$ cat src/rtl/mdu_ctrl_if.sv
// rtl/mdu_ctrl_if.sv - EX-side and divider-side signal bundle for the multiply/divide sequencer
interface mdu_ctrl_if;
    // EX stage request
    logic [7:0]  op;
    logic [31:0] a;
    logic [31:0] b;
    logic        flush;
    logic        stall_in;

    // external radix-2 divider handshake
    logic        div_start;
    logic        div_sign;
    logic [31:0] div_opa;
    logic [31:0] div_opb;
    logic        div_annul;
    logic [63:0] div_result;
    logic        div_ready;

    // pipeline / HILO side
    logic        stall_req;
    logic        hilo_we;
    logic [31:0] hi_out;
    logic [31:0] lo_out;
    logic        busy;
    logic        wd_err;

    modport master (
        output op, a, b, flush, stall_in, div_result, div_ready,
        input  div_start, div_sign, div_opa, div_opb, div_annul,
               stall_req, hilo_we, hi_out, lo_out, busy, wd_err
    );

    modport slave (
        input  op, a, b, flush, stall_in, div_result, div_ready,
        output div_start, div_sign, div_opa, div_opb, div_annul,
               stall_req, hilo_we, hi_out, lo_out, busy, wd_err
    );
endinterface

$ cat src/rtl/mdu_ctrl.sv
// rtl/mdu_ctrl.sv - multi-cycle MULT/MULTU/DIV/DIVU sequencer with HILO write-back
module mdu_ctrl #(
    parameter int MUL_LAT     = 2,
    parameter int DIV_MAX_CYC = 40
) (
    input  logic       clk,
    input  logic       rst,
    mdu_ctrl_if.slave  bus
);
    localparam logic [7:0] EXE_MULT_OP  = 8'b0001_1000;
    localparam logic [7:0] EXE_MULTU_OP = 8'b0001_1001;
    localparam logic [7:0] EXE_DIV_OP   = 8'b0001_1010;
    localparam logic [7:0] EXE_DIVU_OP  = 8'b0001_1011;

    localparam int WW = $clog2(DIV_MAX_CYC + 1);

    typedef enum logic [2:0] {
        S_IDLE     = 3'd0,
        S_MUL_WAIT = 3'd1,
        S_DIV_WAIT = 3'd2,
        S_DZERO    = 3'd3,
        S_DONE     = 3'd4
    } state_t;

    state_t      state_q, state_d;
    logic [2:0]  cnt_q, cnt_d;
    logic [WW-1:0] wcnt_q, wcnt_d;
    logic [WW-1:0] wcnt_inc;
    logic [31:0] opa_q, opa_d;
    logic [31:0] opb_q, opb_d;
    logic        sign_q, sign_d;
    logic        div_start_q, div_start_d;
    logic        div_annul_q, div_annul_d;
    logic [31:0] hi_q, hi_d;
    logic [31:0] lo_q, lo_d;
    logic        wd_err_q, wd_err_d;
    logic        hilo_we_c;

    logic        md_op;
    logic        is_mul;
    logic [63:0] ext_a, ext_b;
    logic [63:0] prod_c;
    logic [63:0] mul_tap;

    assign md_op  = (bus.op == EXE_MULT_OP) || (bus.op == EXE_MULTU_OP) ||
                    (bus.op == EXE_DIV_OP)  || (bus.op == EXE_DIVU_OP);
    assign is_mul = (bus.op == EXE_MULT_OP) || (bus.op == EXE_MULTU_OP);
    assign wcnt_inc = wcnt_q + WW'(1);

    // Full 64-bit product of the latched operands; sign/zero extension makes one multiplier serve both forms
    always_comb begin
        ext_a  = sign_q ? {{32{opa_q[31]}}, opa_q} : {32'b0, opa_q};
        ext_b  = sign_q ? {{32{opb_q[31]}}, opb_q} : {32'b0, opb_q};
        prod_c = ext_a * ext_b;
    end

    // The HI/LO load is the last multiplier stage, so MUL_LAT-1 intermediate registers sit in front of it
    generate
        if (MUL_LAT > 1) begin : g_mul_pipe
            logic [63:0] pipe_q [MUL_LAT-1];
            logic [63:0] pipe_d [MUL_LAT-1];

            // Shift the product through the intermediate stages
            always_comb begin
                pipe_d[0] = prod_c;
                for (int i = 1; i < MUL_LAT - 1; i++) begin
                    pipe_d[i] = pipe_q[i-1];
                end
            end

            // Intermediate product stage registers
            always_ff @(posedge clk or negedge rst) begin
                if (!rst) begin
                    for (int i = 0; i < MUL_LAT - 1; i++) begin
                        pipe_q[i] <= '0;
                    end
                end else begin
                    for (int i = 0; i < MUL_LAT - 1; i++) begin
                        pipe_q[i] <= pipe_d[i];
                    end
                end
            end

            assign mul_tap = pipe_q[MUL_LAT-2];
        end else begin : g_mul_direct
            assign mul_tap = prod_c;
        end
    endgenerate

    // Next-state, operand latching, divider handshake and result loading
    always_comb begin
        state_d     = state_q;
        cnt_d       = cnt_q;
        wcnt_d      = wcnt_q;
        opa_d       = opa_q;
        opb_d       = opb_q;
        sign_d      = sign_q;
        div_start_d = div_start_q;
        div_annul_d = 1'b0;
        hi_d        = hi_q;
        lo_d        = lo_q;
        wd_err_d    = wd_err_q;
        hilo_we_c   = 1'b0;

        case (state_q)
            S_IDLE: begin
                if (md_op && !bus.flush) begin
                    opa_d  = bus.a;
                    opb_d  = bus.b;
                    sign_d = (bus.op == EXE_MULT_OP) || (bus.op == EXE_DIV_OP);
                    if (is_mul) begin
                        state_d = S_MUL_WAIT;
                        cnt_d   = 3'(MUL_LAT - 1);
                    end else if (bus.b != 32'd0) begin
                        state_d     = S_DIV_WAIT;
                        div_start_d = 1'b1;
                        wcnt_d      = '0;
                    end else begin
                        state_d = S_DZERO;
                    end
                end
            end

            S_MUL_WAIT: begin
                if (bus.flush) begin
                    state_d = S_IDLE;
                end else if (cnt_q == 3'd0) begin
                    hi_d    = mul_tap[63:32];
                    lo_d    = mul_tap[31:0];
                    state_d = S_DONE;
                end else begin
                    cnt_d = cnt_q - 3'd1;
                end
            end

            S_DIV_WAIT: begin
                if (bus.flush) begin
                    // A div_ready coinciding with the flush is dropped on purpose
                    state_d     = S_IDLE;
                    div_start_d = 1'b0;
                    div_annul_d = 1'b1;
                end else if (bus.div_ready) begin
                    hi_d        = bus.div_result[63:32];
                    lo_d        = bus.div_result[31:0];
                    div_start_d = 1'b0;
                    state_d     = S_DONE;
                end else if (wcnt_inc == WW'(DIV_MAX_CYC)) begin
                    wd_err_d    = 1'b1;
                    div_annul_d = 1'b1;
                    div_start_d = 1'b0;
                    hi_d        = 32'd0;
                    lo_d        = 32'd0;
                    state_d     = S_DONE;
                end else begin
                    wcnt_d = wcnt_inc;
                end
            end

            S_DZERO: begin
                if (bus.flush) begin
                    state_d = S_IDLE;
                end else begin
                    hi_d    = opa_q;
                    lo_d    = 32'hFFFF_FFFF;
                    state_d = S_DONE;
                end
            end

            S_DONE: begin
                if (bus.flush) begin
                    state_d = S_IDLE;
                end else if (!bus.stall_in) begin
                    hilo_we_c = 1'b1;
                    state_d   = S_IDLE;
                end
            end

            default: begin
                state_d     = S_IDLE;
                div_start_d = 1'b0;
            end
        endcase
    end

    // State and datapath registers
    always_ff @(posedge clk or negedge rst) begin
        if (!rst) begin
            state_q     <= S_IDLE;
            cnt_q       <= '0;
            wcnt_q      <= '0;
            opa_q       <= '0;
            opb_q       <= '0;
            sign_q      <= 1'b0;
            div_start_q <= 1'b0;
            div_annul_q <= 1'b0;
            hi_q        <= '0;
            lo_q        <= '0;
            wd_err_q    <= 1'b0;
        end else begin
            state_q     <= state_d;
            cnt_q       <= cnt_d;
            wcnt_q      <= wcnt_d;
            opa_q       <= opa_d;
            opb_q       <= opb_d;
            sign_q      <= sign_d;
            div_start_q <= div_start_d;
            div_annul_q <= div_annul_d;
            hi_q        <= hi_d;
            lo_q        <= lo_d;
            wd_err_q    <= wd_err_d;
        end
    end

    assign bus.stall_req = md_op && !bus.flush && (state_q != S_DONE);
    assign bus.hilo_we   = hilo_we_c;
    assign bus.busy      = (state_q != S_IDLE);
    assign bus.div_start = div_start_q;
    assign bus.div_sign  = sign_q;
    assign bus.div_opa   = opa_q;
    assign bus.div_opb   = opb_q;
    assign bus.div_annul = div_annul_q;
    assign bus.hi_out    = hi_q;
    assign bus.lo_out    = lo_q;
    assign bus.wd_err    = wd_err_q;
endmodule
$ cat src/flat_wrapper.sv
// flat-port wrapper written by rule: the top's interface ports become plain ports
module mdu_ctrl_flat 
#(
    parameter int MUL_LAT     = 2,
    parameter int DIV_MAX_CYC = 40
)
  (clk, rst, bus_op, bus_a, bus_b, bus_flush, bus_stall_in, bus_div_result, bus_div_ready, bus_div_start, bus_div_sign, bus_div_opa, bus_div_opb, bus_div_annul, bus_stall_req, bus_hilo_we, bus_hi_out, bus_lo_out, bus_busy, bus_wd_err);
  mdu_ctrl_if bus_i ();
  input  logic clk;
  input  logic rst;
  input wire logic [$bits(bus_i.op)-1:0] bus_op;
  input wire logic [$bits(bus_i.a)-1:0] bus_a;
  input wire logic [$bits(bus_i.b)-1:0] bus_b;
  input wire logic [$bits(bus_i.flush)-1:0] bus_flush;
  input wire logic [$bits(bus_i.stall_in)-1:0] bus_stall_in;
  input wire logic [$bits(bus_i.div_result)-1:0] bus_div_result;
  input wire logic [$bits(bus_i.div_ready)-1:0] bus_div_ready;
  output wire logic [$bits(bus_i.div_start)-1:0] bus_div_start;
  output wire logic [$bits(bus_i.div_sign)-1:0] bus_div_sign;
  output wire logic [$bits(bus_i.div_opa)-1:0] bus_div_opa;
  output wire logic [$bits(bus_i.div_opb)-1:0] bus_div_opb;
  output wire logic [$bits(bus_i.div_annul)-1:0] bus_div_annul;
  output wire logic [$bits(bus_i.stall_req)-1:0] bus_stall_req;
  output wire logic [$bits(bus_i.hilo_we)-1:0] bus_hilo_we;
  output wire logic [$bits(bus_i.hi_out)-1:0] bus_hi_out;
  output wire logic [$bits(bus_i.lo_out)-1:0] bus_lo_out;
  output wire logic [$bits(bus_i.busy)-1:0] bus_busy;
  output wire logic [$bits(bus_i.wd_err)-1:0] bus_wd_err;
  assign bus_i.op = bus_op;
  assign bus_i.a = bus_a;
  assign bus_i.b = bus_b;
  assign bus_i.flush = bus_flush;
  assign bus_i.stall_in = bus_stall_in;
  assign bus_i.div_result = bus_div_result;
  assign bus_i.div_ready = bus_div_ready;
  assign bus_div_start = bus_i.div_start;
  assign bus_div_sign = bus_i.div_sign;
  assign bus_div_opa = bus_i.div_opa;
  assign bus_div_opb = bus_i.div_opb;
  assign bus_div_annul = bus_i.div_annul;
  assign bus_stall_req = bus_i.stall_req;
  assign bus_hilo_we = bus_i.hilo_we;
  assign bus_hi_out = bus_i.hi_out;
  assign bus_lo_out = bus_i.lo_out;
  assign bus_busy = bus_i.busy;
  assign bus_wd_err = bus_i.wd_err;
  mdu_ctrl #(.MUL_LAT(MUL_LAT), .DIV_MAX_CYC(DIV_MAX_CYC)) u_core (.clk(clk), .rst(rst), .bus(bus_i));
endmodule
$ cat config.mk
export PLATFORM = sky130hd
export DESIGN_NAME = mdu_ctrl_flat
export DESIGN_NICKNAME = d
export VERILOG_FILES = /design/src/rtl/mdu_ctrl_if.sv /design/src/rtl/mdu_ctrl.sv /design/src/flat_wrapper.sv
export SDC_FILE = /design/constraint.sdc
export NUM_CORES = 2
export LEC_CHECK = 0
export CELL_PAD_IN_SITES_DETAIL_PLACEMENT = 1
export CELL_PAD_IN_SITES_GLOBAL_PLACEMENT = 2
export CORE_AREA = 2 2 392 394
export CTS_CLUSTER_SIZE = 30
export DETAILED_ROUTE_END_ITERATION = 8
export DIE_AREA = 0 0 394 396
export GPL_TIMING_DRIVEN = 0
export PLACE_DENSITY = 0.87
export SLEW_MARGIN = 0
export SYNTH_ARGS = -nofsm -noshare
export SYNTH_HDL_FRONTEND = slang
export SYNTH_SLANG_ARGS = --single-unit
$ cat constraint.sdc
create_clock -name clk -period 8.95 [get_ports clk]
set_clock_uncertainty 0.05 [all_clocks]
set_input_delay 1.79 -clock clk [delete_from_list [all_inputs] [get_ports clk]]
set_output_delay 1.79 -clock clk [all_outputs]
set_load 0.02 [all_outputs]
==> out/results.md <==
• synthesized cell area: 55,700 sq um
• post-synthesis instance total: 5,751
• number of nets in the layout: 8,030
• leakage component of the power: 33.0 nW
• final HPWL from detailed placement: 196 mm
• Synthesis Warnings: 0
• Reg-to-Reg End: u_core.g_mul_pipe.pipe_q[54]$_DFF_PN0_
• ratio of routed vias to standard cells: 5.30
• Power, Total: 10.2 mW
• required time worst endpoint: 9.35 ns
• area of the die: 156,000 sq um
• Slew HR: 18.6%
• Final Max Slew Viols: 0
• clock slew at reported path FFs: 0.06 ns
• cell at the root of the clock tree: sky130_fd_sc_hd__clkbuf_16
• residual antenna-violating net count after detailed routing: 0
• share of the clock period used by the worst path after layout: 101%
• starting utilization of the core area: 36.8%
• CP max-delay cell: sky130_fd_sc_hd__fa_1
• r2r worst-path depth: 27
• 1st-iter DRT viols: 3,171
• hold depth: 2
• max-cap viol count: 0
• TritonCTS clock tree: yes
• number of iterations in the first detailed-routing pass: 6
• endpoints failing hold: 0
• top-level port count: 276
• row cnt: 143
• Seq/Total Area, Yosys: 9.34%
• share of flip-flops with an asynchronous set or reset: 100%
• number of different library cells in the post-synthesis netlist: 59
• core region area: 152,000 sq um
• ratio of cells with drive above 1 in the final layout: 11.0%
• H-tree Lvls: 1
• Worst Hold Launch: u_core.bus.wd_err$_DFFE_PN0P_
• drc violations: 0
• status: complete, but fails checks
• per-cell routed wire length: 28.8 um
• overall global routing resource usage: 30.6%
• slowest cell delay on critical path: 0.56 ns
• area growth from synthesis to layout: 16.8%
• type of origin of the critical path: flip-flop
• global-route wire length before repair: 341 mm
• number of hold-repair buffers added at the cts stage: 0
• vias in the first global route: 49,700
• Final Routed Wirelength: 237 mm
• CP max FO: 10
• number of sinks handled by clock tree synthesis: 208
• weighted congestion reported at the end of routability-driven placement: 1.02
• Clock Tree Buf Depth: 3
• sort of element at the end of the critical path: flip-flop
• Synthesized Nets: 7,626
• data arrival time at the worst-slack endpoint: 9.44 ns
• Clk Latency, worst-skew pair: 0.56 ns
• total congestion overflow after global routing: 0
• worst setup slack for register-to-register paths: -0.09 ns
• worst setup slack before clock tree synthesis: -2.70 ns
• critical path start-end classification: reg -> reg
• largest net degree at the start of global routing: 78
• Mapped Avg Cell Area: 9.69 sq um
• hold worst-path end: u_core.bus.wd_err$_DFFE_PN0P_
• Least-Margin Pin Slew: 1.22 ns
• minimum clock period after layout: 9.04 ns
• total clock buffers created by CTS: 26
• worst min-delay path class: reg -> reg
• Max Fclk: 111 MHz
• most frequent cell on the critical path: sky130_fd_sc_hd__fa_1
• width of the die: 394 um
• overall via count from detail_route: 43,700
• final number of setup-violating endpoints: 4
• die extent in y: 396 um
• final worst setup slack: -0.0882 ns
• unrepaired setup endpoints after global routing: true
• main flop type after synthesis: sky130_fd_sc_hd__dfrtp_1
• failing checks: setup timing
• PwrDens: 157 nW/um^2
• initial antenna violation count: 37
• Crit Reg-Reg Startpoint: u_core.bus.div_opa[1]$_DFFE_PN0P_
• worst supply voltage drop on vdd: 0.156 mV
• number of synthesized register bits: 208
• count of buffers from port buffering: 274
• number of enable flip-flop cells after synthesis: 0
placed cells by master (no fill, tap or decap), types with 19 or more instances in the layout:
| cell type | synthesis | layout |
|---|---|---|
| sky130_fd_sc_hd__inv_1 | 1519 | 1504 |
| sky130_fd_sc_hd__fa_1 | 1414 | 1367 |
| sky130_fd_sc_hd__nand2_1 | 605 | 594 |
| sky130_fd_sc_hd__and2_1 | 565 | 563 |
| sky130_fd_sc_hd__ha_1 | 320 | 300 |
| sky130_fd_sc_hd__clkdlybuf4s50_1 | 0 | 273 |
| sky130_fd_sc_hd__dfrtp_1 | 208 | 148 |
| sky130_fd_sc_hd__o21ai_0 | 140 | 131 |
| sky130_fd_sc_hd__buf_4 | 0 | 128 |
| sky130_fd_sc_hd__a21oi_1 | 133 | 117 |
| sky130_fd_sc_hd__xnor2_1 | 95 | 86 |
| sky130_fd_sc_hd__nor2_1 | 80 | 76 |
| sky130_fd_sc_hd__clkbuf_1 | 282 | 67 |
| sky130_fd_sc_hd__mux2_2 | 66 | 66 |
| sky130_fd_sc_hd__clkbuf_8 | 0 | 52 |
| sky130_fd_sc_hd__a21o_1 | 48 | 48 |
| sky130_fd_sc_hd__clkbuf_4 | 0 | 47 |
| sky130_fd_sc_hd__fa_2 | 0 | 47 |
| sky130_fd_sc_hd__clkbuf_2 | 0 | 44 |
| sky130_fd_sc_hd__clkbuf_16 | 0 | 34 |
| sky130_fd_sc_hd__dfrtp_4 | 0 | 32 |
| sky130_fd_sc_hd__xor2_1 | 32 | 31 |
| sky130_fd_sc_hd__a221o_1 | 31 | 31 |
| sky130_fd_sc_hd__diode_2 | 0 | 30 |
| sky130_fd_sc_hd__dfrtp_2 | 0 | 28 |
| sky130_fd_sc_hd__and3_1 | 36 | 27 |
| sky130_fd_sc_hd__nand3_1 | 23 | 23 |
| sky130_fd_sc_hd__buf_6 | 0 | 19 |
state kept, by name, summed over array words and instances (netlist names):
name                      cells
u_core.g_mul_pipe.pipe_q     64
u_core.bus.div_opa           32
u_core.bus.div_opb           32
u_core.bus.hi_out            32
u_core.bus.lo_out            32
u_core.wcnt_q                 6
u_core.cnt_q                  3
u_core.state_q                3
u_core.bus.div_annul          1
u_core.bus.div_sign           1
u_core.bus.div_start          1
u_core.bus.wd_err             1
worst max path at each step:
stage | cells after the start | startpoint | slack, ns | end
global placement | 1 | rst | -2.89 | u_core.g_mul_pipe.pipe_q[55]$_DFF_PN0_
CTS | 27 | u_core.bus.div_opa[1]$_DFFE_PN0P_ | -0.03 | u_core.g_mul_pipe.pipe_q[54]$_DFF_PN0_
detailed placement | 29 | u_core.bus.div_opa[9]$_DFFE_PN0P_ | -2.70 | u_core.g_mul_pipe.pipe_q[62]$_DFF_PN0_
global route | 32 | u_core.bus.div_opa[21]$_DFFE_PN0P_ | -0.25 | u_core.g_mul_pipe.pipe_q[54]$_DFF_PN0_
finish | 27 | u_core.bus.div_opa[1]$_DFFE_PN0P_ | -0.09 | u_core.g_mul_pipe.pipe_q[54]$_DFF_PN0_
floorplan | 31 | u_core.bus.div_sign$_DFFE_PN0P_ | 0.22 | u_core.g_mul_pipe.pipe_q[55]$_DFF_PN0_
cell families (layout without fill, tap and decap cells):
family	count (synthesis)	count (layout)	synth area share, %
xor gates and xnor gates	127	127	2.00
DFF	208	208	9.34
buffers and inverters	1811	2233	12.2
AOI/OAI and AO/OA	429	429	4.84
and+or+nand+nor	1375	1375	12.3
muxes	66	66	1.33
adders and majority gates	1735	1735	58.0
other	0	30	0
cell usage after synthesis, drive strengths merged (11+ instances only):
cell / count / share of area [%]
nand2: 605 / 4.1
a21oi: 133 / 1.2
nor3: 11 / 0.099
o21ai: 140 / 1.3
nand4: 11 / 0.12
and3: 36 / 0.40
xnor2: 95 / 1.5
mux2: 66 / 1.3
and2: 566 / 6.4
a221o: 31 / 0.56
nand3: 23 / 0.21
nor2: 80 / 0.54
ha: 320 / 7.2
a21o: 49 / 0.66
inv: 1519 / 10
clkbuf: 282 / 1.9
xor2: 32 / 0.50
fa: 1414 / 51
dfrtp: 208 / 9.3
metrics by stage:
stage | hold WS (ns) | area (sq um) | utilization, % | cells | setup TNS (ns)
finish | 0.421 | 65100 | 43.0 | 8233 | -0.144
global route | 0.458 | 65000 | 42.9 | 8206 | -1.76
CTS | 0.429 | 64000 | 42.3 | 8148 | -0.0380
detailed placement | 0.415 | 61100 | 40.3 | 8058 | -67.64
global placement | 0.405 | 61000 | 40.3 | 8055 | -664.78
floorplan | 0.418 | 55700 | - | 5751 | 0
where the power goes:
group / switching, mW / total (mW) / internal (mW)
sequential: 0.412 / 1.67 / 1.26
clock: 0.435 / 1.14 / 0.704
combinational: 4.64 / 7.39 / 2.75
repair_timing:
action	4_1_cts	5_1_grt
endpoints found under the setup margin	44	21
pin swaps	24	84
buffers inserted	66	57
gates resized for setup	595	230
area by class of cell:
type | instances | area, sq um
fillers | 17200 | 86400
multi-input cells | 3732 | 44500
inverters | 1519 | 5700
flip-flops and latches | 208 | 5360
repair buffers | 399 | 3830
well taps | 2030 | 2540
plain buffers | 269 | 2180
clock buffers | 35 | 756
clock inverters | 11 | 165
diodes | 30 | 75.1
layer usage:
metal / share of wire [%] / routed length [um] / up-vias / track usage [%]
met5: 0.026 / 61 / - / 0
met4: 9.5 / 22500 / 8 / 22.9
met3: 7.7 / 18300 / 777 / 5.38
met2: 47 / 110000 / 2077 / 50.3
met1: 36 / 85600 / 23300 / 35.9
li1: - / - / 17500 / -
critical path, delay by kind of cell (launching register included):
family / cells / cell delay (ns)
fa+ha+maj: 11 / 5.05
compound gates: 5 / 1.24
buf+inv: 5 / 0.99
simple gates: 5 / 0.83
flops: 1 / 0.49
xor+xnor: 1 / 0.24
Note: power is estimated with default switching activity, not from simulation.
